`src/rtl/btn_debouncer_pkg.sv`:
```
// Shared definitions for the push-button input conditioner: defaults and
// per-channel debounce state encoding.
package btn_debouncer_pkg;

    localparam int unsigned N_BTN_DEF           = 4;
    localparam int unsigned DEBOUNCE_CYCLES_DEF = 1000000;

    typedef enum logic [1:0] {
        ST_IDLE         = 2'b00,
        ST_WAIT_PRESS   = 2'b01,
        ST_PRESSED      = 2'b10,
        ST_WAIT_RELEASE = 2'b11
    } db_state_t;

endpackage

```
`src/rtl/debounce_channel.sv`:
```
// One button channel: 2-FF synchronizer, debounce FSM with stability counter,
// registered level and one-cycle press/release pulses.
module debounce_channel
    import btn_debouncer_pkg::*;
#(
    parameter int unsigned DEBOUNCE_CYCLES = DEBOUNCE_CYCLES_DEF
) (
    input  logic clock,
    input  logic i_ck_reset,
    input  logic i_btn,
    output logic o_level,
    output logic o_press,
    output logic o_release
);

    localparam int unsigned     CNT_W    = $clog2(DEBOUNCE_CYCLES);
    localparam logic [CNT_W-1:0] CNT_LAST = CNT_W'(DEBOUNCE_CYCLES - 1);

    logic             sync_q1;
    logic             sync_q2;
    db_state_t        state;
    db_state_t        state_nxt;
    logic [CNT_W-1:0] cnt;
    logic [CNT_W-1:0] cnt_nxt;
    logic             level_nxt;
    logic             press_nxt;
    logic             release_nxt;

    always_ff @(posedge clock or negedge i_ck_reset) begin
        if (!i_ck_reset) begin
            sync_q1 <= 1'b0;
            sync_q2 <= 1'b0;
        end else begin
            sync_q1 <= i_btn;
            sync_q2 <= sync_q1;
        end
    end

    always_ff @(posedge clock or negedge i_ck_reset) begin
        if (!i_ck_reset) begin
            state     <= ST_IDLE;
            cnt       <= '0;
            o_level   <= 1'b0;
            o_press   <= 1'b0;
            o_release <= 1'b0;
        end else begin
            state     <= state_nxt;
            cnt       <= cnt_nxt;
            o_level   <= level_nxt;
            o_press   <= press_nxt;
            o_release <= release_nxt;
        end
    end

    // The counter only runs in the WAIT states and is cleared on every exit,
    // so it can never pass CNT_LAST.
    always_comb begin
        state_nxt   = state;
        cnt_nxt     = cnt;
        level_nxt   = o_level;
        press_nxt   = 1'b0;
        release_nxt = 1'b0;
        case (state)
            ST_IDLE: begin
                if (sync_q2) begin
                    state_nxt = ST_WAIT_PRESS;
                    cnt_nxt   = '0;
                end
            end
            ST_WAIT_PRESS: begin
                if (!sync_q2) begin
                    state_nxt = ST_IDLE;
                    cnt_nxt   = '0;
                end else if (cnt == CNT_LAST) begin
                    state_nxt = ST_PRESSED;
                    cnt_nxt   = '0;
                    level_nxt = 1'b1;
                    press_nxt = 1'b1;
                end else begin
                    cnt_nxt = cnt + CNT_W'(1);
                end
            end
            ST_PRESSED: begin
                if (!sync_q2) begin
                    state_nxt = ST_WAIT_RELEASE;
                    cnt_nxt   = '0;
                end
            end
            ST_WAIT_RELEASE: begin
                if (sync_q2) begin
                    state_nxt = ST_PRESSED;
                    cnt_nxt   = '0;
                end else if (cnt == CNT_LAST) begin
                    state_nxt   = ST_IDLE;
                    cnt_nxt     = '0;
                    level_nxt   = 1'b0;
                    release_nxt = 1'b1;
                end else begin
                    cnt_nxt = cnt + CNT_W'(1);
                end
            end
            default: begin
                state_nxt = ST_IDLE;
                cnt_nxt   = '0;
                level_nxt = 1'b0;
            end
        endcase
    end

endmodule

```
`src/rtl/btn_debouncer.sv`:
```
// Push-button conditioner: N_BTN independent debounce channels feeding the
// mode/color control logic with clean levels and press/release pulses.
module btn_debouncer
    import btn_debouncer_pkg::*;
#(
    parameter int unsigned N_BTN           = N_BTN_DEF,
    parameter int unsigned DEBOUNCE_CYCLES = DEBOUNCE_CYCLES_DEF
) (
    input  logic             clock,
    input  logic             i_ck_reset,
    input  logic [N_BTN-1:0] i_btn,
    output logic [N_BTN-1:0] o_btn_level,
    output logic [N_BTN-1:0] o_btn_press,
    output logic [N_BTN-1:0] o_btn_release
);

    for (genvar g = 0; g < N_BTN; g++) begin : g_ch
        debounce_channel #(
            .DEBOUNCE_CYCLES(DEBOUNCE_CYCLES)
        ) u_ch (
            .clock     (clock),
            .i_ck_reset(i_ck_reset),
            .i_btn     (i_btn[g]),
            .o_level   (o_btn_level[g]),
            .o_press   (o_btn_press[g]),
            .o_release (o_btn_release[g])
        );
    end

endmodule

```
`config.mk`:
```
export PLATFORM = sky130hd
export DESIGN_NAME = btn_debouncer
export DESIGN_NICKNAME = d
export VERILOG_FILES = /design/src/rtl/btn_debouncer_pkg.sv /design/src/rtl/debounce_channel.sv /design/src/rtl/btn_debouncer.sv
export SDC_FILE = /design/constraint.sdc
export NUM_CORES = 1
export LEC_CHECK = 0
export CAP_MARGIN = 25
export CORE_MARGIN = 2
export CORE_UTILIZATION = 55
export DETAILED_ROUTE_END_ITERATION = 10
export GPL_ROUTABILITY_DRIVEN = 0
export GPL_TIMING_DRIVEN = 0
export PLACE_DENSITY_LB_ADDON = 0.1
export SYNTH_ARGS = -nofsm -noshare
export SYNTH_HDL_FRONTEND = slang
export SYNTH_SLANG_ARGS = --single-unit
```
`constraint.sdc`:
```
create_clock -name clock -period 2 [get_ports clock]
set_input_delay 0.6 -clock clock [delete_from_list [all_inputs] [get_ports clock]]
set_output_delay 0.6 -clock clock [all_outputs]
set_load 0.1 [all_outputs]
```
# ---- Word-level counts from Yosys, hierarchy flattened
# Index checks and enable logic that the tools add are counted.
dict set report totals {
  reg_bits 108
  latchBits 0
  mem_bits_rw 0
  rom_bits 0
  inputBits 6
  out_inout_bits 12
  word_cells 192
  n_memories 0
}
dict set report classes {
  add_sub_neg 4
  n_mul 0
  div_mod_pow 0
  magnitude_cmp 0
  eq_ne 48
  shifts 0
  n_mux 92
  bitwise_logic 0
  n_reduce_logical 20
}
# op count
set op_table {}
lappend op_table {{20-bit 2-to-1 mux} 20}
lappend op_table {{20-bit one-hot mux with 4 select lines} 4}
lappend op_table {{20-bit by 1-bit adder with 20-bit output, second input constant} 4}
lappend op_table {{20-bit equality test, second input constant} 4}
lappend op_table {{2-bit 2-to-1 mux} 24}
lappend op_table {{1-bit 2-to-1 mux} 36}
lappend op_table {{2-bit by 1-bit inequality test with 1-bit output, second input constant} 16}
lappend op_table {{2-bit one-hot mux with 4 select lines} 4}
lappend op_table {{5-bit AND reduction} 4}
lappend op_table {{2-bit equality test, second input constant} 8}
lappend op_table {{2-bit inequality test, second input constant} 8}
lappend op_table {{4-bit AND reduction} 4}
lappend op_table {{3-bit by 1-bit inequality test with 1-bit output, second input constant} 4}
lappend op_table {{3-bit inequality test, second input constant} 4}
lappend op_table {{2-bit by 1-bit equality test with 1-bit output, second input constant} 4}
lappend op_table {{2-bit logical NOT} 4}
lappend op_table {{1-bit one-hot mux with 2 select lines} 4}
lappend op_table {{2-bit AND reduction} 4}
lappend op_table {{2-bit nonzero test} 4}

# ---- Logic depth before layout (Yosys ltp)
# Gate-level depths: netlist (run 1).
dict set report logic_depth {
  word_depth 4
  mapped_depth 7
}

# ---- Cells and area by module
# A second synthesis (run 1) with hierarchy kept.
dict set report hier_totals {
  hier_cells 573
  hier_area_um2 5495.3
}
# mod instances cells_per_inst area_each_um2 seq_area_each_um2
set modules_own_cells {}
lappend modules_own_cells {{debounce_channel (g_ch[0].u_ch ...)} 3 143 1375.1 675.6}
lappend modules_own_cells {{debounce_channel (g_ch[3].u_ch)} 1 144 1370.1 675.6}

# ---- Least setup slack after synthesis (run 1)
# Ideal clock, no wire load.
dict set report synth_timing {
  path_type {register to register}
  from {register g_ch[1].u_ch.cnt[0]}
  to {register g_ch[1].u_ch.cnt[18]}
  arrival_time_ps 1878
  required_time_ps 1879
  slack_ps 1
  path_stages_with_launch 7
  n_path_buf 0
  path_cell_list {dfrtp_1 -> ha_1 -> nand3_1 -> nor4_1 -> nand4_1 -> xnor2_1 -> a22o_1}
}
dict set report synth_via {
  elab_chain_len 4
}
# element line
set synth_rtl {}
lappend synth_rtl {{start: declaration} debounce_channel.sv:23} ;# logic [CNT_W-1:0] cnt;
lappend synth_rtl {{start signal: assignment} debounce_channel.sv:48} ;# cnt <= cnt_nxt;
lappend synth_rtl {{20-bit by 1-bit adder with 20-bit output / 20-bit equality test (equally long branches)} --}
lappend synth_rtl {{20-bit 2-to-1 mux *} {debounce_channel.sv:74, debounce_channel.sv:93}}
lappend synth_rtl {{20-bit 2-to-1 mux, on equally long branches} {debounce_channel.sv:90, debounce_channel.sv:71}}
lappend synth_rtl {{20-bit one-hot mux with 4 select lines *} debounce_channel.sv:63} ;# case (state)
# Mark *: on every way between the ends. The rest lies on a longest branch, timed or not.
# A chain may end at the register's enable or synchronous reset.

# ---- Final worst setup path (run 1)
dict set report layout_timing {
  from {register g_ch[0].u_ch.cnt[8]}
  to {register g_ch[0].u_ch.cnt[19]}
}
dict set report layout_via {
  elab_chain_len 4
}
# element line
set layout_rtl {}
lappend layout_rtl {{start: declaration} debounce_channel.sv:23}
lappend layout_rtl {{start signal: assignment} debounce_channel.sv:48}
lappend layout_rtl {{20-bit by 1-bit adder with 20-bit output / 20-bit equality test (equally long branches)} --}
lappend layout_rtl {{20-bit 2-to-1 mux *} {debounce_channel.sv:74, debounce_channel.sv:93}}
lappend layout_rtl {{20-bit 2-to-1 mux, on equally long branches} {debounce_channel.sv:90, debounce_channel.sv:71}}
lappend layout_rtl {{20-bit one-hot mux with 4 select lines *} debounce_channel.sv:63}
# Marked as above.

==> metrics.cfg, run 1 <==
[logic_synthesis]
synth_area_per_cell_um2=9.53
yosysTopAreaCell=dfrtp_1
syn_nets=584
yosys_warnings=0
synth_seq_cells=108
async_reset_ff_share_pct=100
synth_top_cell_area_share_pct=49.4
synth_edf_count=0
syn_inst=574
yosys-top-cells-count=dfrtp_1 (108), nand2_1 (61), a31oi_1 (45), nand3_1 (44), nor2_1 (43)
yosys-top-cells-area=dfrtp_1 (49%), a31oi_1 (5.1%), nand2_1 (4.2%)
netlist_area_um2=5470
synth_seq_area_share_pct=49.4
synth_most_common_cell=dfrtp_1
yosys_most_used_dff=dfrtp_1
synth_cell_type_count=50

[floorplanning]
start_util_pct=56.2
die_w_um=104
pin_count=18
core_area_um2=9730
dieArea_um2=10800
fp-row-count=36
fp.dieH_um=104

[setup_path]
rrSetupSlack_ps=30
cp_max_fo=5
cp-start-kind=flop
critical_path_class=flop to flop
crit_family=simple AND/OR/NAND/NOR gates
cpMaxStageDelayCell=or4_1
required_ps=2310
cp_num_buf_inv=2
r2r_start=g_ch[0].u_ch.cnt[8]$_DFFE_PN0P_
cp_data_arrival_time_ps=2280
crit_path_end_kind=flop
cpPeakStageDelay_ps=510
crit_path_start=g_ch[0].u_ch.cnt[8]$_DFFE_PN0P_
crit_chain=buf_4, nand4_1, buf_4, nor3_4, nand4_1, or4_1, nand3_1

[final_layout]
finish.utilization_pct=66.0
n_fill_cell=787
diodes=0
final_layout_size_suffix_gt1_share_pct=18.9
layout.nets=629
synthToLayoutAreaGrowth_pct=17.4
instances_no_fill=757

[cts]
cts_tree=yes
htreeDepth=3
clk_pin_slew_ps=100
cts_sinks=108
cts_root_buffer=clkbuf_8
numCtsBuffers=9
clock_latency_ps=370
clk_path_buf_depth=2

[power]
p_leak_nw=2.75
ir_drop_mv=0.617
powerDensity_nw_per_um2=704
p_total_mw=4.53

[place]
port_buffers=17
place_hpwl_mm=7.69
placed_cells=725

[routing]
wirelength_mm=11.8
drtIter0Drc=196
wl_per_cell_um=15.6
drc=0
num_vias=4624
firstDrtPassIters=5
ant_nets=0
viasPerCell=6.11

[sta]
finalSetupViolCount=0
hold_violations=0
layout_min_cycle_time_ps=1970
hold_slack_ps=221
fin_tns_setup_ps=0
tightest_slew_ps=775
fin_crit_sh_pct=98.4
max_freq_mhz=508
slew_viol_final=0
relSlewSlack_pct=48.0
skew_ps=12.1
rsz0062_at_grt=true

[global_routing]
gr-total-overflow=0
grt_pass1_vias=4421
grt_max_degree=66
grt_pass1_wl_mm=20.5
grt_use_total_pct=22.8
antenna_found_initial=0

[run]
max_cap_viol_count=0

[hold_path]
hold_path_class=input pin to asynchronous set/reset pin

[status]
status=completed

[report_power, final]
part	total [mW]	switching, mW	internal (mW)	leakage [nW]
logic	0.788	0.475	0.313	1.19
clock network	1.38	0.731	0.650	0.0959
registers	2.36	0.0990	2.26	1.46
[cells by family (layout without fill, tap and decap cells)]
| group | Yosys count | after routing | share of synthesized area (%) |
|---|---|---|---|
| and+or+nand+nor | 240 | 240 | 23.1 |
| AOI/OAI and AO/OA | 144 | 144 | 16.7 |
| DFF | 108 | 108 | 49.4 |
| xor gates and xnor gates | 23 | 23 | 3.68 |
| muxes | 10 | 10 | 1.94 |
| buffers and inverters | 45 | 95 | 4.32 |
| adders and majority gates | 4 | 4 | 0.915 |
[area by class of cell]
class	count	area [um^2]	area share, %
Buffer	30	195	3.04
Clock buffer	13	159	2.47
Clock inverter	3	45.0	0.701
Inverter	14	52.6	0.818
Multi-Input combinational cell	421	2800	43.7
Sequential cell	108	2710	42.2
Tap cell	133	166	2.59
Timing Repair Buffer	35	293	4.56
[timing repair]
item	CTS	global route
resized for setup	69	42
pin swaps	7	9
setup endpoints to repair	86	72
hold buffers	0	0
buffers inserted	7	9
cloned	1	0
[stage by stage]
stage	setup slack (ps)	area (um^2)
2_1_floorplan	0.783	5470
3_3_place_gp	-3790	5810
3_5_place_dp	-360	5830
4_1_cts	5.12	6220
5_1_grt	-65.0	6420
6_report	32.8	6420
[path summary, 6_finish.rpt]
check	to	cells after the start
setup reg to reg	g_ch[0].u_ch.cnt[19]$_DFFE_PN0P_	7
setup / recovery	g_ch[0].u_ch.cnt[19]$_DFFE_PN0P_	7
max in group asynchronous	g_ch[0].u_ch.cnt[15]$_DFFE_PN0P_	2
min in group clock	g_ch[2].u_ch.sync_q2$_DFF_PN0_	0
hold reg to reg	g_ch[2].u_ch.sync_q2$_DFF_PN0_	0
hold / removal	g_ch[3].u_ch.cnt[18]$_DFFE_PN0P_	1
[sequential cells by signal, indices dropped and copies added, names as in the netlist, named ones only]
| signal | count |
|---|---|
| g_ch.u_ch.sync_q2 | 4 |
| g_ch.u_ch.o_release | 4 |
| g_ch.u_ch.state | 4 |
| g_ch.u_ch.cnt | 80 |
| g_ch.u_ch.o_level | 4 |
| g_ch.u_ch.o_press | 4 |
| g_ch.u_ch.sync_q1 | 4 |
[layout by cell type, fill, tap and decap left out, types with 4 or more instances in the layout]
master | netlist | routed
nand3_1 | 44 | 38
a21oi_1 | 34 | 32
a22o_1 | 8 | 8
nor3_1 | 12 | 11
buf_2 | 6 | 11
mux2_2 | 5 | 5
mux2i_1 | 5 | 5
and4_1 | 8 | 8
a21o_1 | 6 | 5
clkbuf_1 | 11 | 8
a41oi_1 | 13 | 11
a31oi_1 | 45 | 45
nand3_2 | 0 | 4
clkdlybuf4s15_2 | 0 | 4
nand2_1 | 61 | 61
nand2b_1 | 9 | 9
buf_4 | 12 | 33
dfrtp_1 | 108 | 103
clkdlybuf4s50_1 | 0 | 4
dfrtp_2 | 0 | 5
nand4_1 | 13 | 13
and2_1 | 4 | 4
xnor2_1 | 10 | 9
nor2_1 | 43 | 41
nor4_1 | 10 | 6
nor4_4 | 2 | 6
clkbuf_8 | 0 | 11
and3_1 | 12 | 12
xor2_1 | 13 | 11
inv_1 | 14 | 14
o21ai_0 | 25 | 23
[layer usage]
metal | vias up | wire (um) | track usage (%)
met5 | - | 0 | 0
met4 | 0 | 198 | 6.95
met3 | 21 | 584 | 5.92
met2 | 121 | 5590 | 36.0
met1 | 2276 | 5460 | 31.2
li1 | 2206 | - | -
[worst reg2reg max path: stages, from the launching register on]
cell     delay, ps
dfrtp_1        390
buf_4          150
nand4_1        200
buf_4          230
nor3_4         160
nand4_1        190
or4_1          510
nand3_1         90
No activity file was read; power rests on OpenSTA's default activity.
==> run 2, diff against run 1 <==
--- a/config.mk
+++ b/config.mk
@@ -5,7 +5,6 @@
 export SDC_FILE = /design/constraint.sdc
 export NUM_CORES = 1
 export LEC_CHECK = 0
-export CAP_MARGIN = 25
 export CORE_MARGIN = 2
 export CORE_UTILIZATION = 55
 export DETAILED_ROUTE_END_ITERATION = 10
==> metrics.cfg, run 2 (synthesis gave the netlist of run 1 again) <==
[setup_path]
ff2ff_path_depth=7
cp_max_fo=5
cp-endpoint=g_ch[0].u_ch.cnt[19]$_DFFE_PN0P_
rrSetupSlack_ps=30
regToRegEndpoint=g_ch[0].u_ch.cnt[19]$_DFFE_PN0P_
required_ps=2310
crit_path_end_kind=flop
cp_data_arrival_time_ps=2280
critical_path_class=flop to flop
cp-start-kind=flop
crit_path_start=g_ch[0].u_ch.cnt[8]$_DFFE_PN0P_
r2r_start=g_ch[0].u_ch.cnt[8]$_DFFE_PN0P_

[routing]
wirelength_mm=11.8
viasPerCell=6.11
drtIter0Drc=196
route.top_layer_used=met4
firstDrtPassIters=5
ant_nets=0
wl_per_cell_um=15.6
drt-met1-wl_mm=5.46
num_vias=4624
met2_length_mm=5.59
wl_met3_um=584
drc=0

[power]
ir_drop_mv=0.617
p_total_mw=4.53
powerDensity_nw_per_um2=704
power.switching_mw=1.31
combPwrFrac_pct=17.4
pwr-share-clk_pct=30.5
sw_frac_of_total_pct=28.8
p_leak_nw=2.75
intPower_mw=3.22
seqPwrFrac_pct=52.1

[floorplanning]
dieArea_um2=10800
core_area_um2=9730
start_util_pct=56.2
fp-row-count=36
pin_count=18
die_w_um=104
fp.dieH_um=104

[cts]
cts_tree=yes
numCtsBuffers=9
cts_sinks=108
htreeDepth=3
clk_pin_slew_ps=100
clock_latency_ps=370
cts_root_buffer=clkbuf_8
ctsHoldBuffers=0
clk_path_buf_depth=2

[final_layout]
final_common_cell=dfrtp_1
final_cell_mix=dfrtp_1 (103), nand2_1 (61), a31oi_1 (45)
seqCellArea_um2=2710
largest_reg_flops=80
top_register=g_ch.u_ch.cnt
instances_no_fill=757
multiInputGateArea_um2=2800
diodes=0
synthToLayoutAreaGrowth_pct=17.4
final_layout_size_suffix_gt1_share_pct=18.9
layout.nets=629
n_fill_cell=787

[global_routing]
grt_pass1_wl_mm=20.5
gr-total-overflow=0
grt_pass1_vias=4421
grt_use_total_pct=22.8
antenna_found_initial=0
grt_max_degree=66

[sta]
skew_ps=12.1
hold_violations=0
relSlewSlack_pct=48.0
tightest_slew_ps=775
layout_min_cycle_time_ps=1970
hold_slack_ps=221
slew_viol_final=0
fin_tns_setup_ps=0
max_freq_mhz=508
rsz0062_at_grt=true
fin_crit_sh_pct=98.4
finalSetupViolCount=0

[place]
port_buffers=17
place_hpwl_mm=7.69
placed_cells=725

[status]
status=completed

[run]
max_cap_viol_count=0

[hold_path]
hold_path_class=input pin to asynchronous set/reset pin

-- run 2: timing repair --
action,4_1_cts,5_1_grt
pin swaps,7,9
endpoints found under the setup margin,86,72
setup buffers,7,9
gates cloned,1,0
resized for setup,69,42
-- run 2: worst min path at each step --
stage	start	to	slack, ps	cells after the start
final	i_ck_reset	g_ch[3].u_ch.cnt[18]$_DFFE_PN0P_	220	1
after global routing	i_ck_reset	g_ch[2].u_ch.cnt[7]$_DFFE_PN0P_	260	1
after CTS	i_ck_reset	g_ch[2].u_ch.cnt[7]$_DFFE_PN0P_	230	1
after detailed placement	g_ch[2].u_ch.sync_q1$_DFF_PN0_	g_ch[2].u_ch.sync_q2$_DFF_PN0_	330	0
after global placement	g_ch[2].u_ch.sync_q1$_DFF_PN0_	g_ch[2].u_ch.sync_q2$_DFF_PN0_	330	0
after floorplan	i_ck_reset	asynchronous set/reset pin	300	0
-- run 2: final cells by class --
| type | count | area share (%) |
|---|---|---|
| multi-input combinational | 421 | 43.7 |
| sequential | 108 | 42.2 |
| timing repair buffer | 35 | 4.56 |
| buffer | 30 | 3.04 |
| tap | 133 | 2.59 |
| clock buffer | 13 | 2.47 |
| inverter | 14 | 0.818 |
| clock inverter | 3 | 0.701 |
-- run 2: power groups by stage --
stage	combinational (mW)	sequential (mW)	clock, mW
2_1_floorplan	0.450	2.37	0
3_3_place_gp	0.616	2.39	0
3_5_place_dp	0.636	2.39	0
4_1_cts	0.708	2.34	1.41
5_1_grt	0.877	2.37	1.50
6_report	0.788	2.36	1.38
-- run 2: layer usage --
metal	global-route usage [%]	vias to the layer above
met5	0	-
met4	6.95	0
met3	5.92	21
met2	36.0	121
met1	31.2	2276
li1	-	2206
-- run 2: worst max-delay path: stages (launching register included) --
cell and delay, ps:
dfrtp_1 390, buf_4 150, nand4_1 200, buf_4 230, nor3_4 160, nand4_1 190
or4_1 510, nand3_1 90
-- run 2: stage by stage --
stage / setup slack [ps] / utilization (%) / area, um^2
2_1_floorplan: 0.783 / - / 5470
3_3_place_gp: -3790 / 59.7 / 5810
3_5_place_dp: -360 / 60.0 / 5830
4_1_cts: 5.12 / 63.9 / 6220
5_1_grt: -65.0 / 66.0 / 6420
6_report: 32.8 / 66.0 / 6420
==> run 3, diff against run 2 <==
--- a/config.mk
+++ b/config.mk
@@ -5,8 +5,8 @@
 export SDC_FILE = /design/constraint.sdc
 export NUM_CORES = 1
 export LEC_CHECK = 0
-export CORE_MARGIN = 2
-export CORE_UTILIZATION = 55
+export CORE_MARGIN = 1.5
+export CORE_UTILIZATION = 58
 export DETAILED_ROUTE_END_ITERATION = 10
 export GPL_ROUTABILITY_DRIVEN = 0
 export GPL_TIMING_DRIVEN = 0
==> constraint.sdc (replaced) <==
create_clock -name clock -period 2.1 [get_ports clock]
set_input_delay 0.63 -clock clock [delete_from_list [all_inputs] [get_ports clock]]
set_output_delay 0.63 -clock clock [all_outputs]
set_load 0.1 [all_outputs]
==> metrics.cfg, run 3 (synthesis gave the netlist of run 1 again) <==
[power]
power.switching_mw=1.21
seqPwrFrac_pct=53.6
intPower_mw=2.96
sw_frac_of_total_pct=28.9
combPwrFrac_pct=16.1
p_total_mw=4.17
p_leak_nw=2.68
ir_drop_mv=0.663
powerDensity_nw_per_um2=669
pwr-share-clk_pct=30.2

[global_routing]
antenna_found_initial=0
gr-total-overflow=0
grt_use_total_pct=24.2
grt_max_degree=56
grt_pass1_wl_mm=19.7
grt_pass1_vias=4310

[place]
port_buffers=17
place_hpwl_mm=7.72

[hold_path]
hold_path_class=input pin to asynchronous set/reset pin

[sta]
max_freq_mhz=489
tightest_slew_ps=785
skew_ps=7.32
fin_crit_sh_pct=97.4
relSlewSlack_pct=47.3
slew_viol_final=0
hold_slack_ps=291
hold_violations=0
layout_min_cycle_time_ps=2050
finalSetupViolCount=0

[setup_path]
crit_path_end_kind=primary output
regToRegEndpoint=g_ch[2].u_ch.cnt[18]$_DFFE_PN0P_
path_depth=2
crit_family=buffers and inverters
cp-start-kind=flop
rrSetupSlack_ps=90
r2r_start=g_ch[2].u_ch.cnt[15]$_DFFE_PN0P_
cp-endpoint=o_btn_level[3]
critical_path_class=flop to primary output
required_ps=1470
cpPeakStageDelay_ps=540
crit_path_start=g_ch[3].u_ch.o_level$_DFFE_PN0P_
crit_chain=buf_4, clkdlybuf4s15_2
cpMaxStageDelayCell=clkdlybuf4s15_2
cp_num_buf_inv=2
cp_data_arrival_time_ps=1420
cp_max_fo=3
ff2ff_path_depth=6

[final_layout]
final_cell_mix=dfrtp_1 (106), nand2_1 (61), a31oi_1 (45)
multiInputGateArea_um2=2690
diodes=0
top_register=g_ch.u_ch.cnt
synthToLayoutAreaGrowth_pct=13.9
final_common_cell=dfrtp_1
largest_reg_flops=80
seqCellArea_um2=2710
layout.nets=620
final_layout_size_suffix_gt1_share_pct=15.0
n_fill_cell=736

[cts]
ctsHoldBuffers=0
clock_latency_ps=380
cts_sinks=108
clk_path_buf_depth=2
cts_tree=yes
clk_pin_slew_ps=90
cts_root_buffer=clkbuf_8
numCtsBuffers=9
htreeDepth=3

[routing]
wirelength_mm=11.5
num_vias=4550
firstDrtPassIters=5
drtIter0Drc=151
wl_per_cell_um=15.9
drc=0
viasPerCell=6.28
ant_nets=0

[run]
max_cap_viol_count=0

[floorplanning]
core_area_um2=9200
fp.dieH_um=100
dieArea_um2=10000
fp-row-count=35
start_util_pct=59.5
die_w_um=100
pin_count=18

[status]
status=completed

[run 3: cell types whose count changed in the layout (fill, tap and decap cells not counted), moves of 3 or more]
cell,before,now
dfrtp_2,5,2
buf_2,11,5
clkdlybuf4s15_2,4,11
nand3_1,38,41
buf_4,33,21
dfrtp_1,103,106
[run 3: routing by layer]
metal	GRT usage (%)	part of all wire, %	vias to the layer above
li1	-	-	2186
met1	33.1	47	2268
met2	39.9	48	82
met3	4.60	3.8	14
met4	6.50	1.2	0
met5	0	0	-
[run 3: how the worst min path moves through the flow]
stage / from / endpoint / slack [ps] / cells past startpoint
4_1_cts: i_ck_reset / g_ch[3].u_ch.o_release$_DFF_PN0_ / 330 / 1
6_report: i_ck_reset / g_ch[3].u_ch.o_release$_DFF_PN0_ / 290 / 1
3_3_place_gp: g_ch[2].u_ch.sync_q1$_DFF_PN0_ / g_ch[2].u_ch.sync_q2$_DFF_PN0_ / 330 / 0
3_5_place_dp: g_ch[2].u_ch.sync_q1$_DFF_PN0_ / g_ch[2].u_ch.sync_q2$_DFF_PN0_ / 340 / 0
2_1_floorplan: i_ck_reset / asynchronous set/reset pin / 330 / 0
5_1_grt: i_ck_reset / g_ch[3].u_ch.cnt[15]$_DFFE_PN0P_ / 350 / 1
[run 3: area by class of cell]
| type | instances | area share (%) |
|---|---|---|
| Timing Repair Buffer | 25 | 4.07 |
| Tap cell | 111 | 2.23 |
| Inverter | 14 | 0.843 |
| Sequential cell | 108 | 43.4 |
| Multi-Input combinational cell | 421 | 43.2 |
| Clock inverter | 4 | 0.803 |
| Buffer | 31 | 3.17 |
| Clock buffer | 11 | 2.27 |
[run 3: per-stage QoR]
stage / worst slack (ps) / util, % / instance area (um^2) / std cells / setup TNS (ps)
final: 54.8 / 67.8 / 6230 / 725 / 0
after global routing: -34.4 / 67.8 / 6230 / 725 / -68.7
after CTS: 5.09 / 66.1 / 6080 / 718 / 0
after detailed placement: -288 / 63.1 / 5810 / 703 / -8450
after global placement: -3690 / 62.9 / 5780 / 702 / -404330
after floorplan: 101 / - / 5470 / 574 / 0
[run 3: power by group through the flow]
stage               clock network (mW)  registers, mW  logic (mW)
finish                            1.26           2.24       0.673
global route                      1.36           2.25       0.742
global placement                     0           2.27       0.585
floorplan                            0           2.25       0.429
CTS                               1.30           2.23       0.613
detailed placement                   0           2.27       0.608
[run 3: what timing repair did]
item	4_1_cts	5_1_grt
buffers inserted	0	6
pin swaps	1	5
resized for setup	50	27
endpoints found under the setup margin	66	61
gates cloned	0	1
